### config.mk
export PLATFORM = sky130hd
export DESIGN_NAME = pc_sequencer
export DESIGN_NICKNAME = d
export VERILOG_FILES = /design/src/rtl/pc_sequencer_pkg.sv /design/src/rtl/pc_next_calc.sv /design/src/rtl/pc_sequencer.sv
export SDC_FILE = /design/constraint.sdc
export NUM_CORES = 1
export LEC_CHECK = 0
export ABC_CLOCK_PERIOD_IN_PS = 5800
export BUFFER_PORTS_ARGS = -buffer_cell sky130_fd_sc_hd__buf_2
export CAP_MARGIN = 20
export CORE_ASPECT_RATIO = 1.2
export CORE_UTILIZATION = 51
export CTS_CLUSTER_DIAMETER = 200
export DETAILED_ROUTE_END_ITERATION = 6
export HOLD_SLACK_MARGIN = 0.05
export PLACE_DENSITY = 0.83
export SLEW_MARGIN = 20
export SYNTH_ARGS = -nofsm -noshare
export SYNTH_HDL_FRONTEND = slang
export SYNTH_SLANG_ARGS = --single-unit
### constraint.sdc
create_clock -name clock -period 5.8 [get_ports clock]
set_input_delay 1.16 -clock clock [delete_from_list [all_inputs] [get_ports clock]]
set_output_delay 1.16 -clock clock [all_outputs]
set_load 0.02 [all_outputs]
### src/rtl/pc_sequencer_pkg.sv
// Shared sizing and FSM encoding for the program-counter sequencer.
package pc_sequencer_pkg;

  localparam int ADDR_W  = 5;
  localparam int TIMEOUT = 15;
  localparam int WAIT_W  = 4;

  typedef enum logic [1:0] {
    FETCH = 2'd0,
    EXEC  = 2'd1,
    HALT  = 2'd2
  } state_t;

endpackage

### src/rtl/pc_next_calc.sv
// Next-PC selection: halt > jump > taken branch > sequential, all modulo 2^ADDR_W.
module pc_next_calc #(
  parameter int ADDR_W = pc_sequencer_pkg::ADDR_W
) (
  input  logic              reset,
  input  logic              exec_en,
  input  logic              stall,
  input  logic              halt,
  input  logic              jump,
  input  logic [ADDR_W-1:0] jump_target,
  input  logic              branch_taken,
  input  logic [ADDR_W-1:0] branch_offset,
  input  logic [ADDR_W-1:0] pc_cur,
  output logic [ADDR_W-1:0] pc_next
);

  localparam logic [ADDR_W-1:0] ONE = ADDR_W'(1);

  logic [ADDR_W-1:0] pc_inc;
  logic [ADDR_W-1:0] pc_br;

  // Plain truncating adds give the required wraparound.
  assign pc_inc = pc_cur + ONE;
  assign pc_br  = pc_inc + branch_offset;

  always_comb begin
    pc_next = pc_cur;
    if (reset)
      pc_next = '0;
    else if (exec_en && !stall && !halt) begin
      if (jump)
        pc_next = jump_target;
      else if (branch_taken)
        pc_next = pc_br;
      else
        pc_next = pc_inc;
    end
  end

endmodule

### src/rtl/pc_sequencer.sv
// FETCH/EXEC/HALT sequencer driving an external PC register, with fetch timeout fault.
module pc_sequencer #(
  parameter int ADDR_W  = pc_sequencer_pkg::ADDR_W,
  parameter int TIMEOUT = pc_sequencer_pkg::TIMEOUT
) (
  input  logic              clock,
  input  logic              reset,
  input  logic [ADDR_W-1:0] pc_cur,
  input  logic              imem_ready,
  input  logic              stall,
  input  logic              branch_taken,
  input  logic [ADDR_W-1:0] branch_offset,
  input  logic              jump,
  input  logic [ADDR_W-1:0] jump_target,
  input  logic              halt,
  output logic [ADDR_W-1:0] pc_next,
  output logic              pc_write,
  output logic              imem_req,
  output logic              instr_valid,
  output logic [1:0]        state,
  output logic              halted,
  output logic              fault
);

  import pc_sequencer_pkg::*;

  // Last count value before the TIMEOUT-th miss; a miss here ends the fetch.
  localparam logic [WAIT_W-1:0] WAIT_LAST = WAIT_W'(TIMEOUT - 1);

  state_t            st;
  logic [WAIT_W-1:0] wait_cnt;

  always_ff @(posedge clock) begin
    if (reset) begin
      st          <= FETCH;
      wait_cnt    <= '0;
      instr_valid <= 1'b0;
      halted      <= 1'b0;
      fault       <= 1'b0;
    end else begin
      instr_valid <= 1'b0;
      case (st)
        FETCH: begin
          if (imem_ready) begin
            st          <= EXEC;
            instr_valid <= 1'b1;
            wait_cnt    <= '0;
          end else if (wait_cnt == WAIT_LAST) begin
            st     <= HALT;
            halted <= 1'b1;
            fault  <= 1'b1;
          end else begin
            wait_cnt <= wait_cnt + WAIT_W'(1);
          end
        end
        EXEC: begin
          if (!stall) begin
            if (halt) begin
              st     <= HALT;
              halted <= 1'b1;
            end else begin
              st       <= FETCH;
              wait_cnt <= '0;
            end
          end
        end
        HALT:    st <= HALT;
        default: st <= FETCH;
      endcase
    end
  end

  assign state    = st;
  assign imem_req = !reset && (st == FETCH);
  assign pc_write = !reset && (st == EXEC) && !stall && !halt;

  pc_next_calc #(.ADDR_W(ADDR_W)) u_calc (
    .reset         (reset),
    .exec_en       (st == EXEC),
    .stall         (stall),
    .halt          (halt),
    .jump          (jump),
    .jump_target   (jump_target),
    .branch_taken  (branch_taken),
    .branch_offset (branch_offset),
    .pc_cur        (pc_cur),
    .pc_next       (pc_next)
  );

endmodule

* Yosys cells after proc, flatten, opt, wreduce, memory -nomap -nowiden *
Index checks and enable logic that the tools add are counted.

word-level totals
  bits of input ports = 22
  bits in latches = 0
  bits in read-only memories = 0
  memories = 0
  output and inout bits = 12
  register bits after elaboration = 9
  word-level logic and storage cells = 56
  bits in writable memories = 0

operators by class
  muxes and demuxes = 20
  reduce and logical (&&, ||, !) cells = 16
  multiply operators = 0
  divide/modulo/power cells = 0
  shifts and indexed selects = 0
  $add $sub $neg = 3
  magnitude comparators = 0
  equal/unequal tests = 10
  bitwise logic cells = 2

operators by type and width
  cell                                                                    number
  5-bit 2-to-1 mux                                                        4
  4-bit 2-to-1 mux                                                        4
  2-bit inequality test (second input constant)                           5
  2-bit 2-to-1 mux                                                        4
  4-bit one-hot mux with 2 select lines                                   1
  1-bit logical AND                                                       6
  3-bit inequality test (second input constant)                           2
  2-bit one-hot mux with 3 select lines                                   1
  5-bit by 1-bit adder with 5-bit output (second input constant)          1
  5-bit adder                                                             1
  1-bit 2-to-1 mux                                                        5
  5-bit AND reduction                                                     1
  4-bit by 1-bit adder with 4-bit output (second input constant)          1
  4-bit equality test (second input constant)                             1
  4-bit AND reduction                                                     1
  1-bit logical NOT                                                       3
  3-bit AND reduction                                                     1
  2-bit by 1-bit equality test with 1-bit output (second input constant)  1
  2-bit equality test (second input constant)                             1
  2-bit logical NOT                                                       1
  1-bit NOT                                                               2
  1-bit one-hot mux with 2 select lines                                   1
  2-bit AND reduction                                                     1
  2-bit nonzero test                                                      1
  2-bit OR reduction                                                      1

* Longest topological paths before layout *
Gate-level depths: netlist of the first run.

  depth after elaboration = 6
  depth in mapped cells = 9
  gate-level depth less buffers = 9

* Modules after synthesis *
Synthesis of the first run repeated with hierarchy kept, for this count alone.

second synthesis, totals
  cells, all modules = 114
  area total of the unflattened synthesis = 860.8 um^2

modules (own cells, without submodules)
  module        seq. area each (um^2)  area an instance (um^2)  instances  cells an instance
  pc_sequencer  180.2                  462.9                    1          55
  pc_next_calc  0.0                    397.9                    1          59

* Worst setup path after synthesis of the first run *
No wires, ideal clock.

  path type = input -> output
  start point = input pc_cur[0]
  end point = output pc_next[4]
  buffers on the path = 0
  stages on the path = 8
  path slack = 1.784 ns
  arrival = 2.856 ns
  data required time = 4.640 ns
  cell sequence = ha_1 inv_1 fa_1 nand2b_1 a21oi_1 mux2i_1 xnor2_1 o21ai_1

on the way
  word-level cells in the longest chain between the ends = 6

RTL lines
  element                                     line                source
  from (decl)                                 pc_sequencer.sv:8   input logic [ADDR_W-1:0] pc_cur,
  5-bit by 1-bit adder with 5-bit output (*)  pc_next_calc.sv:23  assign pc_inc = pc_cur + ONE;
  5-bit adder                                 pc_next_calc.sv:24  assign pc_br = pc_inc + branch_offset;
  5-bit 2-to-1 mux (*)                        pc_next_calc.sv:33  else if (branch_taken)
  5-bit 2-to-1 mux (*)                        pc_next_calc.sv:31  if (jump)
  5-bit 2-to-1 mux (*)                        pc_next_calc.sv:30  else if (exec_en && !stall && !halt) begin
  5-bit 2-to-1 mux (*)                        pc_next_calc.sv:28  if (reset)
  to (decl)                                   pc_sequencer.sv:16  output logic [ADDR_W-1:0] pc_next,

Mark *: on every way between the ends. The rest lies on a longest branch, timed or not.

* Worst setup path after layout of the first run *
Same ends and word-level chain as after synthesis.

==> qor.csv, run 1 <==
stage,metric,value,unit
sta,rsz0062_at_grt,no,
die,start_util,57.05,%
global_route,use_met3,3.382,%
global_route,use_met1,27.03,%
placed_design,dpl.hpwl,1.598,mm
sta,fmax,238.1,MHz
sta,finalCritPeriodShare,72.40,%
routing,drt_iter0_markers,21,
sta,fin_setup_tns,0,ps
routing,viasPerCell,5.660,
pwr,power.density,175.0,nW/um2
global_route,antenna_found_initial,0,
sta,fin_crit,4199,ps
routing,drt-total-wl,1.948,mm
yosys,synth.distinct_cells,37,
clock_tree,clock_path_buffers,2,
die,ios,34,
placed_design,port_buffers,33,
die,dieArea,1826,um2
finish,seq_area,180.2,um2
clock_tree,numCtsBuffers,3,
yosys,synthCells,110,
global_route,grt_max_degree,15,
sta,worst_slew_pin_slew,610.5,ps
finish,fillers,138,
pwr,power.leakage,0.4962,nW
sta,drv_slew,0,
placed_design,dp.cells,155,
finish,synthToLayoutAreaGrowth,21.75,%
global_route,grt-ovfl-total,0,
finish,multiInputGateArea,603.1,um2
finish,nets,173,
critical_path,path_class,primary input to output pin,
global_route,grt.total_usage,24.61,%
critical_path,end_kind,output pin,
yosys,avgSynthCellArea,7.689,um2
clock_tree,clk_latency,260,ps
die,fp-row-count,15,
clock_tree,htreeDepth,1,
sta,setup_violations,0,
run_status,outcome,"finished, final reports clean",
sta,setup_ws,1601,ps
yosys,syn_nets,140,
die,die_w,39.18,um
clock_tree,clock-sinks,9,
clock_tree,clk_pin_slew,60,ps
die,core,1483,um2
global_route,grt_busiest_layer,met2,
placed_design,place.gp.congestion,0.7662,
critical_path,max_stage_delay,420,ps
finish,fin_cells,159,
clock_tree,cts-hold-fix-buffers,0,
pwr,vdd_drop_max,90.10,uV
critical_path,cp_slowest_cell,fa_1,
placed_design,pre_cts_ws,1571,ps
hold_path,hold_path.class,flip-flop to flip-flop,
critical_path,start_kind,primary input,
die,die_h,46.61,um
critical_path,cp_cell_sequence,buf_2 -> ha_1 -> inv_1 -> fa_1 -> nand2b_1 -> a21oi_1 -> mux2i_1 -> xnor2_1 -> o21ai_1 -> buf_2,
yosys,yosys_warnings,0,
global_route,grt_pass1_vias,799,
finish,antenna_cells,0,
routing,num_vias,900,
sta,relSlewSlack,58.98,%
routing,ant_nets,0,
critical_path,critPathMaxFanout,5,
global_route,grtUsageMet2,43.67,%
yosys,synth.cell_area,845.8,um2
sta,skew,4.129,ps
yosys,ys_seq_area_share,21.30,%
yosys,synth_seq_cells,9,
clock_tree,post_cts_buffers,0,
sta,hold_violations,0,
routing,dr.pass1.iters,4,
pwr,seq_power_share,37.8,%
critical_path,arrival,3040,ps
pwr,p_sw_share,33.68,%
pwr,switchingPower,0.06069,mW
routing,drc,0,
pwr,internal-power,0.1195,mW
critical_path,cp_common_cell,buf_2,
clock_tree,cts.repair.resized,0,
clock_tree,cts_tree,built,
critical_path,cp.required,4640,ps
pwr,combinationalPowerShare,36.0,%
flow_run,drv_cap,0,
pwr,power.share.clock,26.2,%
clock_tree,cts_root_buf,clkbuf_4,
finish,post_route_cells_drive_above_1_share,30.28,%
routing,routedWlPerCell,12.25,um
global_route,grt_pass1_wl,3.125,mm
worst max-delay path, delay by kind of cell:
kind	cells	cell delay (ps)
muxes	1	230
AOI/OAI and AO/OA	2	300
buffers and inverters	3	360
and+or+nand+nor	1	160
xor gates and xnor gates	1	90
adders and majority gates	2	730
layer usage:
metal  share of wire [%]  vias up
met3                 6.0        2
met2                  51       32
met5                   0        -
li1                    -      451
met1                  42      415
met4                0.77        0
through the flow:
stage	hold WS (ps)	utilization, %	power, mW	instance area [um2]
final	472.1	69.45	0.1802	1030
after global routing	505.2	69.45	0.1914	1030
after CTS	472.8	69.45	0.1817	1030
after detailed placement	458.8	67.68	0.1342	1003
after global placement	446.5	67.68	0.1321	1003
after floorplan	464.9	-	0.1145	845.8
worst paths after layout:
path	startpoint	endpoint	slack, ps	cells after the start
hold reg to reg	halted	halted	470	2
setup / recovery	pc_cur[0]	pc_next[4]	1600	10
setup reg to reg	wait_cnt[0]	wait_cnt[3]	4120	6
hold / removal	halted	halted	470	2
synthesized netlist by cell type:
| cell | n | area (um2) |
|---|---|---|
| nor2_1 | 11 | 41.29 |
| a21oi_1 | 10 | 50.05 |
| dfxtp_1 | 9 | 180.2 |
| inv_1 | 9 | 33.78 |
| nand2_1 | 8 | 30.03 |
| ha_1 | 7 | 87.58 |
| nor3_1 | 5 | 25.02 |
| nand3_1 | 4 | 20.02 |
| o21ai_0 | 4 | 20.02 |
| xnor2_1 | 4 | 35.03 |
| mux2i_1 | 3 | 30.03 |
| o211ai_1 | 3 | 22.52 |
| a211oi_1 | 2 | 15.01 |
| a21o_1 | 2 | 15.01 |
| a41oi_2 | 2 | 32.53 |
| clkbuf_1 | 2 | 7.510 |
| nand2b_1 | 2 | 12.51 |
| nor2_2 | 2 | 12.51 |
| or3_1 | 2 | 12.51 |
| xor2_1 | 2 | 17.52 |
| a221oi_1 | 1 | 8.760 |
| a31oi_1 | 1 | 6.260 |
| a32o_1 | 1 | 10.01 |
| and2_1 | 1 | 6.260 |
| and3_4 | 1 | 11.26 |
| buf_2 | 1 | 5.000 |
| buf_6 | 1 | 11.26 |
| clkbuf_2 | 1 | 5.000 |
| fa_1 | 1 | 20.02 |
| nand2_2 | 1 | 6.260 |
| nand2b_4 | 1 | 13.76 |
| nand3b_1 | 1 | 7.510 |
| nand4_1 | 1 | 6.260 |
| nor2b_1 | 1 | 6.260 |
| nor4b_1 | 1 | 8.760 |
| o21a_1 | 1 | 7.510 |
| o21ai_1 | 1 | 5.000 |
cell type report:
type                       count  share of cell area, %
multi-input combinational     87                  58.57
timing repair buffer          33                  16.04
sequential                     9                  17.50
tap                           17                  2.066
inverter                       9                  3.281
clock buffer                   4                  2.552
power by group through the flow:
stage,registers (mW),clock network [mW],logic (mW)
floorplan,0.0693,0,0.0452
global placement,0.0692,0,0.0628
detailed placement,0.0694,0,0.0649
CTS,0.0680,0.0485,0.0651
global route,0.0684,0.0503,0.0726
finish,0.0680,0.0472,0.0649
kinds of logic after synthesis:
kind of cell / count (synthesis) / synth area share, %
buffers and inverters: 14 / 7.395
and+or+nand+nor: 42 / 26.04
muxes: 3 / 3.550
DFF: 9 / 21.30
adders and majority gates: 8 / 12.72
xor gates and xnor gates: 6 / 6.213
AOI/OAI and AO/OA: 28 / 22.78
state kept, by name, summed over array words and instances (netlist names):
signal / flops
wait_cnt: 4
state: 2
fault: 1
instr_valid: 1
halted: 1
layout by cell type, fill, tap and decap left out, drive strengths merged, types with 5 or more instances in the layout:
cell,n
ha,7
nor3,5
a21oi,10
o21ai,5
nor2,13
dfxtp,9
nand2,9
inv,9
buf,33
(Power assumes the default switching activity.)
==> run 2, diff against run 1 <==
ABC_AREA = 1   (was not set)
ABC_CLOCK_PERIOD_IN_PS = 4160   (was 5800)
CORE_UTILIZATION = 47   (was 51)
PLACE_DENSITY = 0.77   (was 0.83)
clock period = 4.16 ns   (was 5.8 ns; I/O delays follow)
==> run 2 against run 1 <==
  * Global-route usage fell by 0.28 points
  * Critical path depth rose by 2
  * Clock power rose by 49%
  * Via count rose by 7.1%
  * First-iteration DRC count rose by 24%
  * Critical path type unchanged
  * Critical endpoint unchanged
  * Largest cell class unchanged
==> qor.csv, run 2 <==
stage,metric,value,unit
run_status,outcome,"finished, final reports clean",
hold_path,holdPathStages,2,
pwr,vdd_drop_max,106.7,uV
yosys,yosysTopAreaCell,dfxtp_1,
critical_path,start_kind,primary input,
sta,relSlewSlack,84.33,%
finish,antenna_cells,0,
clock_tree,cts_root_buf,clkbuf_4,
finish,fin_util,64.01,%
yosys,synth.cell_area,853.3,um2
die,core,1662,um2
yosys,syn_nets,158,
clock_tree,cts.repair.resized,0,
yosys,synthCells,128,
finish,final_cell_mix,"buf_2 (33), nand2_1 (20), inv_1 (18), nand3_1 (12), a21oi_1 (11)",
critical_path,path_class,primary input to output pin,
sta,drv_slew,0,
critical_path,critical_path.endpoint,pc_next[4],
sta,worst_slew_pin_slew,234.9,ps
hold_path,hold_path.class,flip-flop to flip-flop,
finish,synthToLayoutAreaGrowth,24.63,%
routing,drc,0,
routing,viasPerCell,5.297,
pwr,power.share.clock,24.8,%
placed_design,placed_area,1037,um2
sta,fin_setup_tns,0,ps
sta,fin_crit,3379,ps
sta,skew,5.692,ps
clock_tree,post_cts_buffers,0,
routing,routedWlPerCell,11.47,um
finish,mostFrequentLayoutCell,buf_2,
clock_tree,cts_tree,built,
clock_tree,numCtsBuffers,3,
finish,seq_area,180.2,um2
yosys,netlist.area_leader.share,21.11,%
global_route,grt_max_degree,10,
pwr,seq_power_share,34.8,%
yosys,yosys_warnings,0,
die,dieArea,1991,um2
yosys,synth_edf_count,0,
sta,fmax,296.0,MHz
critical_path,r2r_slack,2690,ps
finish,post_route_cells_drive_above_1_share,31.10,%
yosys,netlist_top_cells_area,"dfxtp_1 (21%), ha_1 (10%), nand2_1 (8.8%), inv_1 (7.9%), nand3_1 (7.0%)",
critical_path,arrival,2550,ps
critical_path,rr_endpoint,wait_cnt[2],
finish,fillers,170,
critical_path,critPathMaxFanout,5,
global_route,grt.total_usage,24.33,%
routing,ant_nets,0,
finish,final_area,1064,um2
critical_path,max_stage_delay,430,ps
sta,finalCritPeriodShare,81.22,%
global_route,grt_pass1_vias,946,
yosys,synth.most_common_cell,nand2_1,
placed_design,place.gp.congestion,0.7486,
sta,rsz0062_at_grt,no,
yosys,async_flop_share,0,%
pwr,power.leakage,0.5720,nW
placed_design,port_buffers,33,
routing,num_vias,964,
pwr,combinationalPowerShare,40.4,%
critical_path,end_kind,output pin,
clock_tree,clock-sinks,9,
sta,setup_violations,0,
routing,dr.pass1.iters,4,
yosys,synth_common_cells,"nand2_1 (20), inv_1 (18), nand3_1 (12)",
finish,multiInputGateArea,586.8,um2
pwr,power.density,267.4,nW/um2
die,ios,34,
yosys,ys_seq_area_share,21.11,%
yosys,synth_seq_cells,9,
die,fp-row-count,16,
clock_tree,cts-hold-fix-buffers,0,
die,die_h,48.68,um
critical_path,cp_cell_sequence,buf_2 -> ha_1 -> inv_1 -> fa_1 -> inv_1 -> nand3_1 -> nand3_1 -> nand3_1 -> nand2_1 -> nand3_1 -> a21oi_1 -> buf_2,
pwr,switchingPower,0.1108,mW
die,start_util,51.36,%
yosys,avgSynthCellArea,6.667,um2
clock_tree,clk_latency,270,ps
sta,hold_violations,0,
yosys,synthFlopType,dfxtp_1,
critical_path,cp_slowest_cell,fa_1,
finish,nets,195,
clock_tree,clock_path_buffers,2,
global_route,grt-ovfl-total,0,
critical_path,reg2reg_depth,8,
pwr,internal-power,0.1736,mW
routing,drt-total-wl,2.087,mm
flow_run,drv_cap,0,
clock_tree,htreeDepth,1,
finish,largest_reg_flops,4,
routing,drt_iter0_markers,26,
critical_path,r2r-start,wait_cnt[0],
die,die_w,40.90,um
yosys,synth.distinct_cells,25,
critical_path,cp_common_cell,nand3_1,
clock_tree,clk_pin_slew,70,ps
placed_design,dpl.hpwl,1.736,mm
critical_path,crit_start,pc_cur[0],
finish,regMostFlops,wait_cnt,
global_route,antenna_found_initial,0,
global_route,grt_pass1_wl,3.512,mm
pwr,p_sw_share,38.97,%
critical_path,cp.required,3330,ps
## run 2: changes by cell type after synthesis, sizes merged, moves of 3 or more
cell / delta
nand2: +14
inv: +13
nand3: +9
o21ai: +5
nor3: -4
xnor2: -4
a21oi: +3
mux2i: -3
nand2b: -3
xor2: +3
## run 2: layout make-up
class	count	area share, %
clock buffers	4	2.471
inverters	22	7.765
flip-flops and latches	9	16.94
repair buffers	33	15.53
well taps	18	2.118
multi-input cells	96	55.18
## run 2: metrics by stage
step | std cells | hold slack, ps | setup slack (ps) | power (mW)
floorplan | 128 | 476.4 | 972.4 | 0.1801
global placement | 178 | 436.1 | 832.6 | 0.2114
detailed placement | 178 | 444.4 | 772.5 | 0.2154
CTS | 182 | 454.1 | 766.4 | 0.2843
global route | 182 | 500.6 | 596.7 | 0.3029
finish | 182 | 449.6 | 781.4 | 0.2844
## run 2: power by group through the flow
stage	registers (mW)	logic [mW]	clock network (mW)
after CTS	0.0991	0.115	0.0702
final	0.0991	0.115	0.0705
after global placement	0.101	0.111	0
after global routing	0.100	0.130	0.0728
after floorplan	0.104	0.0758	0
after detailed placement	0.101	0.114	0
## run 2: cells by family (layout without fill, tap and decap cells)
| logic type | after synthesis | count (layout) | share of synthesized area (%) |
|---|---|---|---|
| AND/OR/NAND/NOR | 54 | 54 | 30.65 |
| AO/OA/AOI/OAI | 29 | 29 | 20.38 |
| buffers and inverters | 23 | 59 | 10.12 |
| flip-flops | 9 | 9 | 21.11 |
| adder cells (fa/ha/maj) | 8 | 8 | 12.61 |
| XOR/XNOR | 5 | 5 | 5.132 |
## run 2: worst min-delay path by stage
stage / from / slack (ps) / endpoint
detailed placement: halted / 440 / halted
finish: halted / 450 / halted
floorplan: wait_cnt[0] / 480 / wait_cnt[0]
CTS: halted / 450 / halted
global route: halted / 500 / halted
global placement: halted / 440 / halted
## run 2: layer usage
layer / vias to the layer above / global-route usage [%] / routed length, um
met5: - / 0 / 0
met4: 0 / 12.22 / 53
met3: 7 / 2.294 / 62
met2: 31 / 46.61 / 1186
met1: 428 / 21.78 / 785
li1: 498 / - / -
## run 2: worst max-delay path, delay by kind of cell
family	cells	cell delay, ps
fa+ha+maj	2	740
simple gates	5	400
buf+inv	4	450
compound gates	1	120
